**config.mk**
```make
export PLATFORM = sky130hd
export DESIGN_NAME = if_fetch_stage
export DESIGN_NICKNAME = d
export VERILOG_FILES = /design/src/rtl/if_fetch_stage.sv
export SDC_FILE = /design/constraint.sdc
export NUM_CORES = 1
export LEC_CHECK = 0
export CAP_MARGIN = 30
export CORE_MARGIN = 8
export CORE_UTILIZATION = 28
export DETAILED_ROUTE_END_ITERATION = 8
export GPL_ROUTABILITY_DRIVEN = 1
export RECOVER_POWER = 50
export SYNTH_ARGS = -nofsm -noshare
export SYNTH_HDL_FRONTEND = slang
export SYNTH_SLANG_ARGS = --single-unit
```
**constraint.sdc**
```tcl
create_clock -name clk -period 5.72 [get_ports clk]
set_input_delay 0.572 -clock clk [delete_from_list [all_inputs] [get_ports clk]]
set_output_delay 0.572 -clock clk [all_outputs]
set_load 0.01 [all_outputs]
```
**src/rtl/if_fetch_stage.sv**
```systemverilog
// Instruction fetch stage: owns the PC, issues one word read at a time, and buffers returned
// instructions in a 2-entry FIFO feeding the IF/ID register. Redirects flush and refetch.
module if_fetch_stage #(
  parameter int unsigned      WIDTH    = 32,
  parameter logic [WIDTH-1:0] RESET_PC = 32'h4000_0060
) (
  input  logic             clk,
  input  logic             rst,
  input  logic             IF_stall_i,
  input  logic             IF_redirect_i,
  input  logic [WIDTH-1:0] IF_redirect_pc_i,
  input  logic             imem_resp_i,
  input  logic [WIDTH-1:0] imem_rdata_i,
  output logic             imem_read_o,
  output logic [WIDTH-1:0] imem_address_o,
  output logic [WIDTH-1:0] IF_instr_o,
  output logic [WIDTH-1:0] IF_pc_out_o,
  output logic             IF_valid_o
);

  typedef enum logic [1:0] {StFetch, StIdle, StDrain} state_e;

  state_e           state_q, state_d;
  logic [1:0]       count_q, count_d;
  logic             rd_ptr_q, rd_ptr_d, wr_ptr_q, wr_ptr_d;
  logic [WIDTH-1:0] instr_q [2];
  logic [WIDTH-1:0] pc_ent_q [2];
  logic [WIDTH-1:0] pc_q, pc_d, req_addr_q, req_addr_d;
  logic [WIDTH-1:0] target, req_addr_inc;
  logic             enq, deq;

  assign target       = IF_redirect_pc_i & ~WIDTH'(3);
  assign req_addr_inc = req_addr_q + WIDTH'(4);

  assign IF_valid_o     = (count_q != 2'd0);
  assign deq            = IF_valid_o & ~IF_stall_i & ~IF_redirect_i;
  assign enq            = (state_q == StFetch) & imem_resp_i & ~IF_redirect_i;
  // Gated by rst so the request drops the instant reset asserts.
  assign imem_read_o    = (state_q != StIdle) & ~rst;
  assign imem_address_o = req_addr_q;
  assign IF_instr_o     = IF_valid_o ? instr_q[rd_ptr_q] : '0;
  assign IF_pc_out_o    = IF_valid_o ? pc_ent_q[rd_ptr_q] : '0;

  always_comb begin
    count_d  = count_q + 2'(enq) - 2'(deq);
    rd_ptr_d = rd_ptr_q ^ deq;
    wr_ptr_d = wr_ptr_q ^ enq;
    if (IF_redirect_i) begin
      count_d  = 2'd0;
      rd_ptr_d = 1'b0;
      wr_ptr_d = 1'b0;
    end
  end

  always_comb begin
    state_d    = state_q;
    pc_d       = pc_q;
    req_addr_d = req_addr_q;
    unique case (state_q)
      StFetch: begin
        if (imem_resp_i) begin
          if (IF_redirect_i) begin
            req_addr_d = target;
            pc_d       = target;
          end else begin
            pc_d = req_addr_inc;
            if (count_d < 2'd2) req_addr_d = req_addr_inc;
            else                state_d    = StIdle;
          end
        end else if (IF_redirect_i) begin
          // The outstanding read cannot be cancelled; wait it out in drain.
          pc_d    = target;
          state_d = StDrain;
        end
      end
      StIdle: begin
        if (IF_redirect_i) begin
          req_addr_d = target;
          pc_d       = target;
          state_d    = StFetch;
        end else if (count_d < 2'd2) begin
          req_addr_d = pc_q;
          state_d    = StFetch;
        end
      end
      StDrain: begin
        if (imem_resp_i) begin
          req_addr_d = IF_redirect_i ? target : pc_q;
          pc_d       = IF_redirect_i ? target : pc_q;
          state_d    = StFetch;
        end else if (IF_redirect_i) begin
          pc_d = target;
        end
      end
      default: state_d = StFetch;
    endcase
  end

  always_ff @(posedge clk or posedge rst) begin
    if (rst) begin
      state_q     <= StFetch;
      count_q     <= 2'd0;
      rd_ptr_q    <= 1'b0;
      wr_ptr_q    <= 1'b0;
      pc_q        <= RESET_PC;
      req_addr_q  <= RESET_PC;
      instr_q[0]  <= '0;
      instr_q[1]  <= '0;
      pc_ent_q[0] <= '0;
      pc_ent_q[1] <= '0;
    end else begin
      state_q    <= state_d;
      count_q    <= count_d;
      rd_ptr_q   <= rd_ptr_d;
      wr_ptr_q   <= wr_ptr_d;
      pc_q       <= pc_d;
      req_addr_q <= req_addr_d;
      if (enq) begin
        instr_q[wr_ptr_q]  <= imem_rdata_i;
        pc_ent_q[wr_ptr_q] <= req_addr_q;
      end
    end
  end

endmodule

```
==> summary.md <==
| Metric | Value |
|---|---|
| Final Hold Fails | `0` |
| Final setup skew | `0.0122 ns` |
| Vias in the first global route | `7577` |
| Lkg Pwr | `5.03 nW` |
| Die H | `204 microns` |
| Synth warn | `0` |
| Tot Pwr | `0.00646 W` |
| TritonCTS clock tree | `done` |
| Max FO, Critical Path | `22` |
| Share of cells above drive strength 1 | `18.8%` |
| Critical path required time | `6.07 ns` |
| Diodes inserted | `0` |
| Global Route Usage Sum | `13.8%` |
| Vias | `7367` |
| Min Tclk post-route | `3.58 ns` |
| Seq cells post-synth | `198` |
| TritonRoute pass-1 iters | `5` |
| Die W | `204 microns` |
| Drt drc | `0` |
| Aggregate routed wire length | `28.5 mm` |
| Post-synthesis cell type count | `57` |
| Slew headroom | `-12.3%` |
| Area share of the largest cell type after synthesis | `48.4%` |
| Routed vias/inst | `4.92` |
| Cell depth of the worst flop-to-flop path | `13` |
| Skew-Pair Late Insertion Delay | `0.45 ns` |
| Leading area contributor after synthesis | `dfrtp_1` |
| Reg-to-Reg End | `imem_address_o[2]$_DFFE_PP0P_` |
| H-tree levels | `4` |
| Largest net degree at the start of global routing | `165` |
| Antenna violations before repair | `0` |
| Die area | `41700 sq um` |
| Routability-driven placement congestion ratio | `0.788` |
| Starting density of the core | `28.2%` |
| RSZ-0062 raised after global routing | `no` |
| Dominant synthesized flop cell | `dfrtp_1` |
| Mux cell area share after synthesis | `21.4%` |
| Setup CP Type | `flop to flop` |
| Post-route setup slack | `2.14 ns` |
| Synth Area in Compound Gates | `11.2%` |
| Site Rows | `69` |
| Post CTS Setup Buffer Count | `0` |
| CTS root buf | `clkbuf_16` |
| Hold_sp | `pc_q[7]$_DFFE_PP0P_` |
| Worst slack, placed | `1.72 ns` |
| Critical Path AT | `3.94 ns` |
| IO Port Bufs | `164` |
| Seq/Total Area, Yosys | `50.0%` |
| Main combinational cell family by area after synthesis | `multiplexers` |
| TritonCTS Buffers | `17` |
| Final core occ | `36.0%` |
| Pwr Density | `509 nW/um^2` |
| Post-synth EDFFs | `0` |
| Core area | `35200 sq um` |
| Mapped Cells | `892` |
| Peak Freq | `279 MHz` |
| Simple-Gate Fraction of Synth Area | `10.2%` |
| Routed length per placed instance | `19.1 microns` |
| Synth top area cells | `dfrtp_1, mux2_2, mux2i_1, nor2_1, nand2_1` |
| First-pass GRT wire length | `45.4 mm` |
| Synthesized net count | `971` |
| Setup slack, reg-to-reg | `2.14 ns` |
| Final net count | `1102` |
| Post-Synth XOR/XNOR Area | `2.61%` |
| VDD IR max | `233 uV` |
| Hold bufs inserted after CTS | `0` |
| Reg2reg start | `state_q[0]$_DFFE_PP0P_` |
| DRC violation total after the first TritonRoute iteration | `407` |
| WHS Endpoint | `pc_q[7]$_DFFE_PP0P_` |
| GRT overflow | `0` |
| Min-Delay Path Class | `flop to flop` |
| Crit share post-route | `62.6%` |
| Area grow syn2layout | `27.8%` |
| Syn_area_per_cell | `11.1 sq um` |
| Failing checks | `capacitance limit, slew limit` |
| DP HPWL | `19.1 mm` |
| Clock transition at path regs | `0.07 ns` |
| Max Cap Viol | `1` |
| FFs w/ async S/R, synth | `100%` |
| Final setup fails | `0` |
| Setup_tns | `0 ns` |
| CTS-repair resized insts | `0` |
| Placed cell area | `12100 sq um` |
| Post-Synth Adder-Cell Area | `1.26%` |
| Hold depth | `2` |
| Sink Count | `198` |
| Critical Path Source Type | `flop` |
| Ports | `167` |
| Max Slew Vio Count | `35` |
| Cell area after layout | `12700 sq um` |
| Status | `finished, violations left` |
| Worst slew pin tran | `1.68 ns` |
| Final ANT Viol Nets | `0` |
| CTS max path bufs | `2` |
| Mapped Area | `9920 sq um` |
| Setup crit end kind | `flop` |
[cell usage in the layout, fill, tap and decap left out, types with 17 or more instances in the layout]
cell type and count:
dfrtp_1 191, clkdlybuf4s50_1 136, mux2_2 128, nor2_1 99, mux2i_1 68, nand2_1 62, o21ai_0 38, dlygate4sd3_1 28
a21oi_1 26, xnor2_1 19, clkbuf_16 17
[flip-flops by register name, indices dropped and copies added, names as in the netlist]
| signal | cells |
|---|---|
| pc_ent_q | 64 |
| rd_ptr_q | 1 |
| count_q | 2 |
| pc_q | 32 |
| instr_q | 64 |
| state_q | 2 |
| wr_ptr_q | 1 |
| imem_address_o | 32 |
[per-layer routing]
metal,up-vias,global-route usage [%],part of all wire [%]
met4,0,3.55,1.2
met2,183,21.5,46
met5,-,0,0
met3,24,3.23,5.2
li1,3445,-,-
met1,3715,19.1,48
[cell usage after synthesis (2+ instances only)]
cell type,number
a21boi_0,6
a21oi_1,26
a221oi_1,3
a222oi_1,2
a22o_1,4
a22oi_1,12
a2bb2oi_1,7
a31oi_1,6
a32o_1,2
and3_1,3
and4_1,3
buf_1,5
buf_2,6
clkbuf_1,55
dfrtp_1,192
dfstp_2,6
ha_1,10
inv_1,16
mux2_2,128
mux2i_1,68
nand2_1,62
nand2b_1,10
nand3_1,9
nand4_1,5
nor2_1,100
nor2b_1,2
nor3_1,5
nor3_2,3
nor4_1,4
nor4_4,2
o211ai_1,3
o21ai_0,38
o221ai_1,9
o22a_1,10
o22ai_1,7
o2bb2ai_1,10
o31a_1,3
o31ai_1,2
or2_2,2
or3_1,3
or4_4,2
xnor2_1,19
xor2_1,8
[worst max-delay path by stage]
stage / startpoint / endpoint / slack [ns] / depth (start not counted)
after floorplan: IF_redirect_i / imem_address_o[11]$_DFFE_PP0P_ / 2.15 / 15
after global placement: imem_resp_i / imem_address_o[2]$_DFFE_PP0P_ / 1.74 / 12
after detailed placement: imem_resp_i / imem_address_o[2]$_DFFE_PP0P_ / 1.72 / 12
after CTS: state_q[0]$_DFFE_PP0P_ / imem_address_o[2]$_DFFE_PP0P_ / 2.06 / 13
after global routing: state_q[1]$_DFFE_PP0P_ / imem_address_o[2]$_DFFE_PP0P_ / 1.82 / 13
final: state_q[0]$_DFFE_PP0P_ / imem_address_o[2]$_DFFE_PP0P_ / 2.14 / 13
[cells by family (layout without fill, tap and decap cells)]
logic type	Yosys count	count (layout)
and+or+nand+nor	217	217
DFF	198	198
muxes	196	196
AOI/OAI and AO/OA	160	160
buffers and inverters	83	227
xor gates and xnor gates	28	28
adders and majority gates	10	10
[through the flow]
step	instances	hold WS, ns
finish	1497	0.471
CTS	1497	0.479
global placement	1462	0.457
global route	1497	0.518
detailed placement	1465	0.462
floorplan	892	0.441
[cell type report]
| type | count | area [sq um] |
|---|---|---|
| clock inverters | 14 | 160 |
| well taps | 461 | 577 |
| flip-flops and latches | 198 | 4970 |
| clock buffers | 18 | 439 |
| fillers | 3503 | 22600 |
| multi-input cells | 611 | 4670 |
| inverters | 17 | 65.1 |
| repair buffers | 178 | 1800 |
[report_power, final]
part	leakage [nW]	switching [W]	internal [W]
combinational	2.31	0.00126	0.00134
sequential	2.43	0.000576	0.00202
clock	0.292	0.000579	0.000669
total	5.03	0.00242	0.00404
[critical path, stage by stage, from the launching register on]
cell and delay [ns]:
dfrtp_1 0.43, inv_1 0.12, ha_1 0.24, nand2_1 0.11, nor2_1 0.26, inv_1 0.09, ha_1 0.30, inv_1 0.06
ha_1 0.14, xnor3_1 0.28, o311ai_4 0.88, buf_4 0.29, a221oi_1 0.08, a22oi_1 0.21
(Power assumes the default switching activity.)
